`config.mk`:
```
export PLATFORM = sky130hd
export DESIGN_NAME = sobel_row_buffer
export DESIGN_NICKNAME = d
export VERILOG_FILES = /design/src/rtl/sobel_row_buffer_pkg.sv /design/src/rtl/sobel_row_ctrl.sv /design/src/rtl/sobel_row_buffer.sv
export SDC_FILE = /design/constraint.sdc
export NUM_CORES = 1
export LEC_CHECK = 0
export BUFFER_PORTS_ARGS = -buffer_cell sky130_fd_sc_hd__buf_2
export CAP_MARGIN = 5
export CORE_ASPECT_RATIO = 0.75
export CORE_MARGIN = 2
export CORE_UTILIZATION = 52
export CTS_CLUSTER_SIZE = 25
export DETAILED_ROUTE_END_ITERATION = 7
export PLACE_DENSITY = 0.76
export SYNTH_ARGS = -nofsm -noshare
export SYNTH_HDL_FRONTEND = slang
export SYNTH_SLANG_ARGS = --single-unit
```
`constraint.sdc`:
```
create_clock -name clk -period 2.8 [get_ports clk]
set_input_delay 0.28 -clock clk [delete_from_list [all_inputs] [get_ports clk]]
set_output_delay 0.28 -clock clk [all_outputs]
set_load 0.05 [all_outputs]
```
`src/rtl/sobel_row_buffer_pkg.sv`:
```
// Shared widths and control-FSM state encoding for the Sobel 3-row window buffer.
// Optional feature macro: SOBEL_ROW_ZERO_PAD_EN (zero top/bottom border rows).
`ifndef NUM_SOBEL_ACCELERATORS
`define NUM_SOBEL_ACCELERATORS 4
`endif
`ifndef SOBEL_IDATA_WIDTH
`define SOBEL_IDATA_WIDTH ((`NUM_SOBEL_ACCELERATORS+2)*8)
`endif

package sobel_row_buffer_pkg;

  localparam int unsigned SOBEL_N  = `NUM_SOBEL_ACCELERATORS;
  localparam int unsigned IDATA_W  = `SOBEL_IDATA_WIDTH;
  localparam int unsigned ROW_CNT_W = 16;

  typedef enum logic [1:0] {
    ST_IDLE   = 2'd0,
    ST_FILL   = 2'd1,
    ST_STREAM = 2'd2,
    ST_DONE   = 2'd3
  } srow_state_e;

  // Rows that must be accepted before the first window exists; with zero
  // padding the top border row stands in for one real row.
`ifdef SOBEL_ROW_ZERO_PAD_EN
  localparam logic [ROW_CNT_W-1:0] FILL_ROWS = 16'd2;
`else
  localparam logic [ROW_CNT_W-1:0] FILL_ROWS = 16'd3;
`endif

endpackage

```
`src/rtl/sobel_row_ctrl.sv`:
```
// Strip control FSM for sobel_row_buffer: row counting, input/output handshakes, done pulse.
// Optional feature macro: SOBEL_ROW_ZERO_PAD_EN (adds the trailing zero-row window).
module sobel_row_ctrl
  import sobel_row_buffer_pkg::*;
(
  input  logic                 clk,
  input  logic                 rst_n,
  input  logic                 start_i,
  input  logic [ROW_CNT_W-1:0] num_rows_i,
  input  logic                 in_valid_i,
  input  logic                 out_ready_i,
  output logic                 in_ready_o,
  output logic                 accept_o,
  output logic                 shift_zero_o,
  output logic                 clear_rows_o,
  output logic                 out_valid_o,
  output logic                 done_o
);

  srow_state_e          state_q, state_d;
  logic [ROW_CNT_W-1:0] rows_q, rows_d;
  logic [ROW_CNT_W-1:0] cnt_q, cnt_d;
  logic                 valid_q, valid_d;
  logic                 rows_left;
  logic                 consume;
`ifdef SOBEL_ROW_ZERO_PAD_EN
  logic                 zero_done_q, zero_done_d;
`endif

  // cnt never exceeds rows_q, so a 16-bit counter cannot wrap even at 65535.
  assign rows_left = (cnt_q < rows_q);
  assign consume   = valid_q && out_ready_i;

  always_comb begin
    state_d      = state_q;
    rows_d       = rows_q;
    cnt_d        = cnt_q;
    valid_d      = valid_q;
    in_ready_o   = 1'b0;
    accept_o     = 1'b0;
    shift_zero_o = 1'b0;
    clear_rows_o = 1'b0;
    done_o       = 1'b0;
`ifdef SOBEL_ROW_ZERO_PAD_EN
    zero_done_d  = zero_done_q;
`endif

    unique case (state_q)
      ST_IDLE: begin
        if (start_i) begin
          rows_d  = num_rows_i;
          cnt_d   = '0;
          valid_d = 1'b0;
`ifdef SOBEL_ROW_ZERO_PAD_EN
          clear_rows_o = 1'b1;
          zero_done_d  = 1'b0;
`endif
          state_d = (num_rows_i < FILL_ROWS) ? ST_DONE : ST_FILL;
        end
      end

      ST_FILL: begin
        in_ready_o = 1'b1;
        if (in_valid_i) begin
          accept_o = 1'b1;
          cnt_d    = cnt_q + 16'd1;
          if (cnt_d == FILL_ROWS) begin
            valid_d = 1'b1;
            state_d = ST_STREAM;
          end
        end
      end

      ST_STREAM: begin
        in_ready_o = (!valid_q || out_ready_i) && rows_left;
        if (in_ready_o && in_valid_i) begin
          // Accept with or without a concurrent consume: window slides, no bubble.
          accept_o = 1'b1;
          cnt_d    = cnt_q + 16'd1;
          valid_d  = 1'b1;
        end else if (!rows_left && (consume || !valid_q)) begin
`ifdef SOBEL_ROW_ZERO_PAD_EN
          if (!zero_done_q) begin
            shift_zero_o = 1'b1;
            zero_done_d  = 1'b1;
            valid_d      = 1'b1;
          end else begin
            valid_d = 1'b0;
            state_d = ST_DONE;
          end
`else
          valid_d = 1'b0;
          state_d = ST_DONE;
`endif
        end else if (consume) begin
          valid_d = 1'b0;
        end
      end

      ST_DONE: begin
        done_o  = 1'b1;
        state_d = ST_IDLE;
      end

      default: state_d = ST_IDLE;
    endcase
  end

  always_ff @(posedge clk or negedge rst_n) begin
    if (!rst_n) begin
      state_q <= ST_IDLE;
      rows_q  <= '0;
      cnt_q   <= '0;
      valid_q <= 1'b0;
    end else begin
      state_q <= state_d;
      rows_q  <= rows_d;
      cnt_q   <= cnt_d;
      valid_q <= valid_d;
    end
  end

`ifdef SOBEL_ROW_ZERO_PAD_EN
  always_ff @(posedge clk or negedge rst_n) begin
    if (!rst_n) zero_done_q <= 1'b0;
    else        zero_done_q <= zero_done_d;
  end
`endif

  assign out_valid_o = valid_q;

endmodule

```
`src/rtl/sobel_row_buffer.sv`:
```
// Three-row sliding window over a column strip; window registered 1 cycle after its last chunk.
// Optional feature macro: SOBEL_ROW_ZERO_PAD_EN (zero border rows above and below the strip).
module sobel_row_buffer
  import sobel_row_buffer_pkg::*;
(
  input  logic                 clk,
  input  logic                 rst_n,
  input  logic                 start,
  input  logic [ROW_CNT_W-1:0] num_rows,
  input  logic                 mem2srow_valid,
  input  logic [IDATA_W-1:0]   mem2srow_data,
  output logic                 srow2mem_ready,
  output logic [IDATA_W-1:0]   srow2sacc_row1_data,
  output logic [IDATA_W-1:0]   srow2sacc_row2_data,
  output logic [IDATA_W-1:0]   srow2sacc_row3_data,
  output logic                 srow2sacc_valid,
  input  logic                 swt2srow_ready,
  output logic                 srow_done
);

  logic               accept;
  logic               shift_zero;
  logic               clear_rows;
  logic [IDATA_W-1:0] row1_q, row1_d;
  logic [IDATA_W-1:0] row2_q, row2_d;
  logic [IDATA_W-1:0] row3_q, row3_d;

  sobel_row_ctrl u_ctrl (
    .clk          (clk),
    .rst_n        (rst_n),
    .start_i      (start),
    .num_rows_i   (num_rows),
    .in_valid_i   (mem2srow_valid),
    .out_ready_i  (swt2srow_ready),
    .in_ready_o   (srow2mem_ready),
    .accept_o     (accept),
    .shift_zero_o (shift_zero),
    .clear_rows_o (clear_rows),
    .out_valid_o  (srow2sacc_valid),
    .done_o       (srow_done)
  );

  // Rows only move on accept or the internal zero shift, so the window is
  // stable for as long as the consumer stalls.
  always_comb begin
    row1_d = row1_q;
    row2_d = row2_q;
    row3_d = row3_q;
    if (clear_rows) begin
      row1_d = '0;
      row2_d = '0;
      row3_d = '0;
    end else if (accept) begin
      row1_d = row2_q;
      row2_d = row3_q;
      row3_d = mem2srow_data;
    end else if (shift_zero) begin
      row1_d = row2_q;
      row2_d = row3_q;
      row3_d = '0;
    end
  end

  always_ff @(posedge clk or negedge rst_n) begin
    if (!rst_n) begin
      row1_q <= '0;
      row2_q <= '0;
      row3_q <= '0;
    end else begin
      row1_q <= row1_d;
      row2_q <= row2_d;
      row3_q <= row3_d;
    end
  end

  assign srow2sacc_row1_data = row1_q;
  assign srow2sacc_row2_data = row2_q;
  assign srow2sacc_row3_data = row3_q;

endmodule

```
==> impl_metrics.json, run 1 <==
{
  "cts_buffers": 17,
  "postPlaceCellArea_um2": 9334,
  "r2r-start": "u_ctrl.cnt_q[9]",
  "critPathRequiredTime_ps": 3100,
  "relSlewSlack": 0.6324,
  "synth-edff-count": 0,
  "coreArea_um2": 14600,
  "startpoint": "u_ctrl.cnt_q[9]",
  "num_rows": 38,
  "syn_area_per_cell_um2": 13.59,
  "synth-simple-area-share": 0.08789,
  "synthesis.area_um2": 7844,
  "start_util": 0.5374,
  "drtPass1Iterations": 5,
  "cts_tree": "built",
  "yosysMostFrequentCell": "dfrtp_1",
  "vias": 5663,
  "die_area_um2": 16090,
  "path_clk_slew_ps": 70,
  "final_area_um2": 10190,
  "synth_top_area_cell": "dfrtp_1",
  "nNetsFinal": 911,
  "viasPerCell": 5.477,
  "ys_types": 52,
  "worst_hold_path_type": "in2reg",
  "finalSetupViolCount": 0,
  "wl_per_cell_um": 17.85,
  "crit_end": "srow2sacc_row1_data[28]",
  "grt_start_max_net_pins": 107,
  "clk_path_buf_depth": 2,
  "root_buffer": "clkbuf_16",
  "worstPathMaxFanout": 19,
  "path_class": "reg2reg",
  "timing.fmax_mhz": 362.6,
  "synth-compound-area-share": 0.04227,
  "synth_nets": 667,
  "antenna_left": 0,
  "start_kind": "flip-flop",
  "area_delta_synth_final_pct": 29.88,
  "worstSetupEndpointType": "flip-flop",
  "async_flop_share": 1.000,
  "gp_congestion": 0.8881,
  "synth_ff_type": "dfrtp_1",
  "postSynthCellCount": 577,
  "htree_levels": 4,
  "antenna_found_initial": 0,
  "dieHeight_um": 110.4,
  "yosys_register_bits": 179,
  "r2r_setup_slack_ps": 40,
  "fin_util": 0.6979,
  "synth_top_family_by_area": "multiplexers",
  "clkSinkCount": 179,
  "hold_viol_final": 0,
  "grt_pass1_wl_mm": 28.32,
  "grt_remaining_overflow": 0,
  "port_buffers": 215,
  "ioPinCount": 216,
  "synth_warnings": 0,
  "synth_mux_area_frac": 0.2297,
  "worstReg2RegEnd": "srow2sacc_row1_data[28]",
  "drv_slew": 0,
  "fin_skew_ps": 9.270,
  "tightest_slew_ps": 551.4,
  "grt_pass1_vias": 5592,
  "yosys.area.top_type_share": 0.5711,
  "synth_fa_ha_area_frac": 0.03350,
  "layout-drive-gt1-share": 0.4868,
  "post-route-drc-count": 0,
  "dp_hpwl_mm": 12.87,
  "cap_violations": 0,
  "whs_path_depth": 2,
  "synth-xor-area-share": 0.002233,
  "insertion_delay_ps": 420,
  "status": "completed",
  "whs_ps": 63.50,
  "crit_arrival_ps": 3060,
  "grt_util_all_layers": 0.2237,
  "wl_mm": 18.45,
  "finalCriticalPeriod_ps": 2758,
  "yosys-top-cells-count": "dfrtp_1, mux2_2, mux2_1, nand2_1, nand3_1",
  "yosysSeqAreaShare": 0.5711,
  "rr_worst_depth": 9,
  "drtIter0Drc": 360,
  "diodes": 0,
  "fp.dieW_um": 145.8,
  "fin_tns_setup_ps": 0,
  "fin_crit_sh": 0.9849,
  "rsz0062_at_grt": "true",
  "synth.area.top_cells": "dfrtp_1, mux2_2, mux2_1, ha_1, nand3_1"
}
[per-layer routing]
metal	GRT usage	up-vias	wire, um
met2	0.3477	197	8682
met4	0.07843	0	306
met1	0.2976	2852	8036
met5	0	-	0
met3	0.07531	27	1425
li1	-	2587	-
[layout make-up]
| class | count | area [um^2] |
|---|---|---|
| Tap cell | 200 | 250.2 |
| Multi-Input combinational cell | 350 | 3193 |
| Timing Repair Buffer | 254 | 1575 |
| Fill cell | 1024 | 4409 |
| Inverter | 19 | 71.32 |
| Clock inverter | 15 | 190.2 |
| Sequential cell | 179 | 4482 |
| Clock buffer | 17 | 425.4 |
[worst min-delay path by stage]
stage,start,end,slack (ps)
global route,mem2srow_data[15],srow2sacc_row3_data[15],40
finish,mem2srow_data[16],srow2sacc_row3_data[16],60
detailed placement,rst_n,srow2sacc_row3_data[18],70
CTS,mem2srow_data[46],srow2sacc_row3_data[46],50
global placement,rst_n,srow2sacc_row3_data[18],70
floorplan,rst_n,srow2sacc_row1_data[0],-20
[timing repair]
action | in CTS | in global routing
gates resized for setup | 3 | 14
pin swaps | 1 | 6
gates cloned | 0 | 5
setup buffers | 0 | 2
hold endpoints to repair | 179 | 0
endpoints found under the setup margin | 41 | 61
hold buffers | 1 | 0
[critical path, stage by stage (launching register included)]
cell	delay, ps
dfrtp_2	460
ha_4	290
nand4_1	120
nor4_2	350
a31oi_1	150
and4b_2	270
o21a_4	250
nand2_4	190
buf_16	190
mux2_2	350
[kinds of logic (layout without fill, tap and decap cells)]
family                     count (synthesis)  after routing
AOI/OAI and AO/OA                         46             46
xor gates and xnor gates                   2              2
adders and majority gates                 21             21
buffers and inverters                     49            305
DFF                                      179            179
muxes                                    160            160
and+or+nand+nor                          120            121
[cell usage in the layout (no fill, tap or decap), types with 3 or more instances in the layout]
| cell type | count |
|---|---|
| inv_6 | 4 |
| dfrtp_1 | 177 |
| nor4_1 | 3 |
| nand2b_1 | 5 |
| buf_12 | 3 |
| nand3b_1 | 5 |
| nor3_1 | 7 |
| inv_8 | 3 |
| or4b_1 | 3 |
| a31oi_1 | 3 |
| o21ai_0 | 9 |
| a21oi_1 | 7 |
| nand3_1 | 26 |
| mux2_2 | 100 |
| nor2b_1 | 3 |
| buf_16 | 4 |
| or3_1 | 3 |
| buf_2 | 213 |
| nor2_1 | 4 |
| buf_4 | 27 |
| o211ai_1 | 4 |
| nand2_1 | 34 |
| nand4_1 | 7 |
| mux2_1 | 60 |
| nand4bb_1 | 4 |
| o221ai_1 | 4 |
| clkbuf_16 | 21 |
| ha_1 | 19 |
| or4b_2 | 5 |
| inv_1 | 19 |
[state kept, by name, indices dropped and copies added (netlist names)]
name                 flops
srow2sacc_row1_data     48
u_ctrl.cnt_q            16
srow2sacc_row3_data     48
u_ctrl.out_valid_o       1
u_ctrl.rows_q           16
srow2sacc_row2_data     48
u_ctrl.state_q           2
[metrics by stage]
step	worst slack, ps	cells
final	42.34	1034
after global routing	-31.54	1034
after CTS	24.45	1027
after detailed placement	-1.468	994
after global placement	61.14	994
after floorplan	117.4	577
Power of run 1 is not shown: default switching activity piles up to over one toggle a cycle in this logic, so the estimate is an artifact.
==> run 2, diff against run 1 <==
Settings changed: REMOVE_ABC_BUFFERS from default to 1, SKIP_LAST_GASP from default to 1.
==> run 2 against run 1 <==
Clock skew fell by 1.2 ps; worst hold slack improved by 0.85 ps; sequential share of layout area grew 0.57 points; first-iteration DRC count rose by 4.4%; critical endpoint is now srow2mem_ready; non-clock buffer count increased by 1.
==> impl_metrics.json, run 2 (synthesis results as in run 1) <==
{
  "status": "completed",
  "dieHeight_um": 110.4,
  "antenna_found_initial": 0,
  "htree_levels": 4,
  "ioPinCount": 216,
  "fin_crit_sh": 0.9735,
  "worst_hold_path_type": "in2reg",
  "use_met1": 0.2958,
  "timing.fmax_mhz": 366.9,
  "wl_per_cell_um": 17.46,
  "fin_skew_ps": 8.033,
  "postPlaceCellArea_um2": 9324,
  "drtPass1Iterations": 4,
  "cp_slowest_cell": "o21ai_0",
  "path_clk_slew_ps": 70,
  "cts_buffers": 17,
  "relSlewSlack": 0.5207,
  "die_area_um2": 16090,
  "finalSetupViolCount": 0,
  "nFillCells": 1055,
  "hold_viol_final": 0,
  "cpPeakStageDelay_ps": 390,
  "diodes": 0,
  "worstPathMaxFanout": 3,
  "antenna_left": 0,
  "tightest_slew_ps": 712.4,
  "coreArea_um2": 14600,
  "num_rows": 38,
  "critPathBufInv": 1,
  "path_class": "reg2out",
  "dp_hpwl_mm": 13.35,
  "port_buffers": 215,
  "grt_use_met2": 0.3733,
  "critPathRequiredTime_ps": 2520,
  "grt_remaining_overflow": 0,
  "gp_congestion": 0.8758,
  "clk_path_buf_depth": 2,
  "r2r_setup_slack_ps": 110,
  "grt_util_all_layers": 0.2268,
  "gr-usage-met3": 0.07407,
  "drv_slew": 0,
  "layout_common_cells": "buf_2, dfrtp_1, mux2_2, mux2_1, nand2_1",
  "worstSetupEndpointType": "output port",
  "grt_start_max_net_pins": 81,
  "vias": 5530,
  "start_util": 0.5374,
  "post-route-drc-count": 0,
  "layout-drive-gt1-share": 0.4796,
  "area_delta_synth_final_pct": 28.15,
  "cap_violations": 0,
  "worstPathCellList": "ha_1 -> nand2_1 -> o21ai_0 -> a2bb2oi_2 -> and4b_1 -> o21a_2 -> buf_4",
  "drtIter0Drc": 376,
  "clkSinkCount": 179,
  "finalCriticalPeriod_ps": 2726,
  "grt_pass1_vias": 5520,
  "crit_arrival_ps": 2450,
  "root_buffer": "clkbuf_16",
  "cp_top_family": "compound AO/OA/AOI/OAI gates",
  "gr-max-usage-layer": "met2",
  "layout_setup_ws_ps": 74.20,
  "insertion_delay_ps": 420,
  "viasPerCell": 5.348,
  "dp_slack_ps": -19.23,
  "rsz0062_at_grt": "true",
  "nNetsFinal": 911,
  "grt_pass1_wl_mm": 28.58,
  "fp.dieW_um": 145.8,
  "start_kind": "flip-flop",
  "final_area_um2": 10050,
  "wl_mm": 18.05,
  "fin_util": 0.6887,
  "cts_tree": "built",
  "final_common_cell": "buf_2"
}
-- run 2: cell count changes in the layout (fill, tap and decap cells not counted), moves of 2 or more --
cell | previous run | this run
buf_16 | 4 | 1
buf_4 | 27 | 32
ha_4 | 2 | 0
dfrtp_2 | 2 | 0
buf_6 | 1 | 4
clkbuf_16 | 21 | 17
dfrtp_1 | 177 | 179
-- run 2: layer usage --
layer | share of wire | vias to the layer above
met2 | 0.48 | 192
li1 | - | 2580
met5 | 0 | -
met4 | 0.0099 | 0
met3 | 0.082 | 14
met1 | 0.43 | 2744
-- run 2: stage by stage --
stage / TNS, ps / hold slack [ps] / cells
final: 0 / 64.36 / 1034
after global routing: -1057 / 46.28 / 1034
after CTS: 0 / 48.10 / 1030
after detailed placement: -22.91 / 183.5 / 996
after global placement: 0 / 177.2 / 996
after floorplan: -195560 / -15.59 / 547
-- run 2: cell type report --
cell class | count | area [um^2] | share of cell area
inverter | 19 | 71.32 | 0.007095
clock inverter | 14 | 193.9 | 0.01929
multi-input combinational | 349 | 3159 | 0.3143
sequential | 179 | 4479 | 0.4456
timing repair buffer | 255 | 1469 | 0.1461
tap | 200 | 250.2 | 0.02489
clock buffer | 18 | 429.2 | 0.04269
-- run 2: repair_timing --
item | CTS | global route
gates resized for setup | 2 | 9
buffers inserted | 1 | 4
endpoints found under the hold margin | 30 | 0
endpoints found under the setup margin | 73 | 152
pin swaps | 1 | 2
hold buffers | 1 | 0
-- run 2: final timing paths --
kind                                         startpoint                 endpoint  cells past startpoint
worst max-delay path                    u_ctrl.cnt_q[7]           srow2mem_ready                      7
worst min-delay path                  mem2srow_data[38]  srow2sacc_row3_data[38]                      2
worst max register to register          u_ctrl.cnt_q[7]  srow2sacc_row2_data[30]                      9
worst min register to register  srow2sacc_row1_data[37]  srow2sacc_row1_data[37]                      1
max in group asynchronous                         rst_n  srow2sacc_row1_data[43]                      3
min in group asynchronous                         rst_n   srow2sacc_row1_data[4]                      2
Power of run 2 is left out for the same reason.
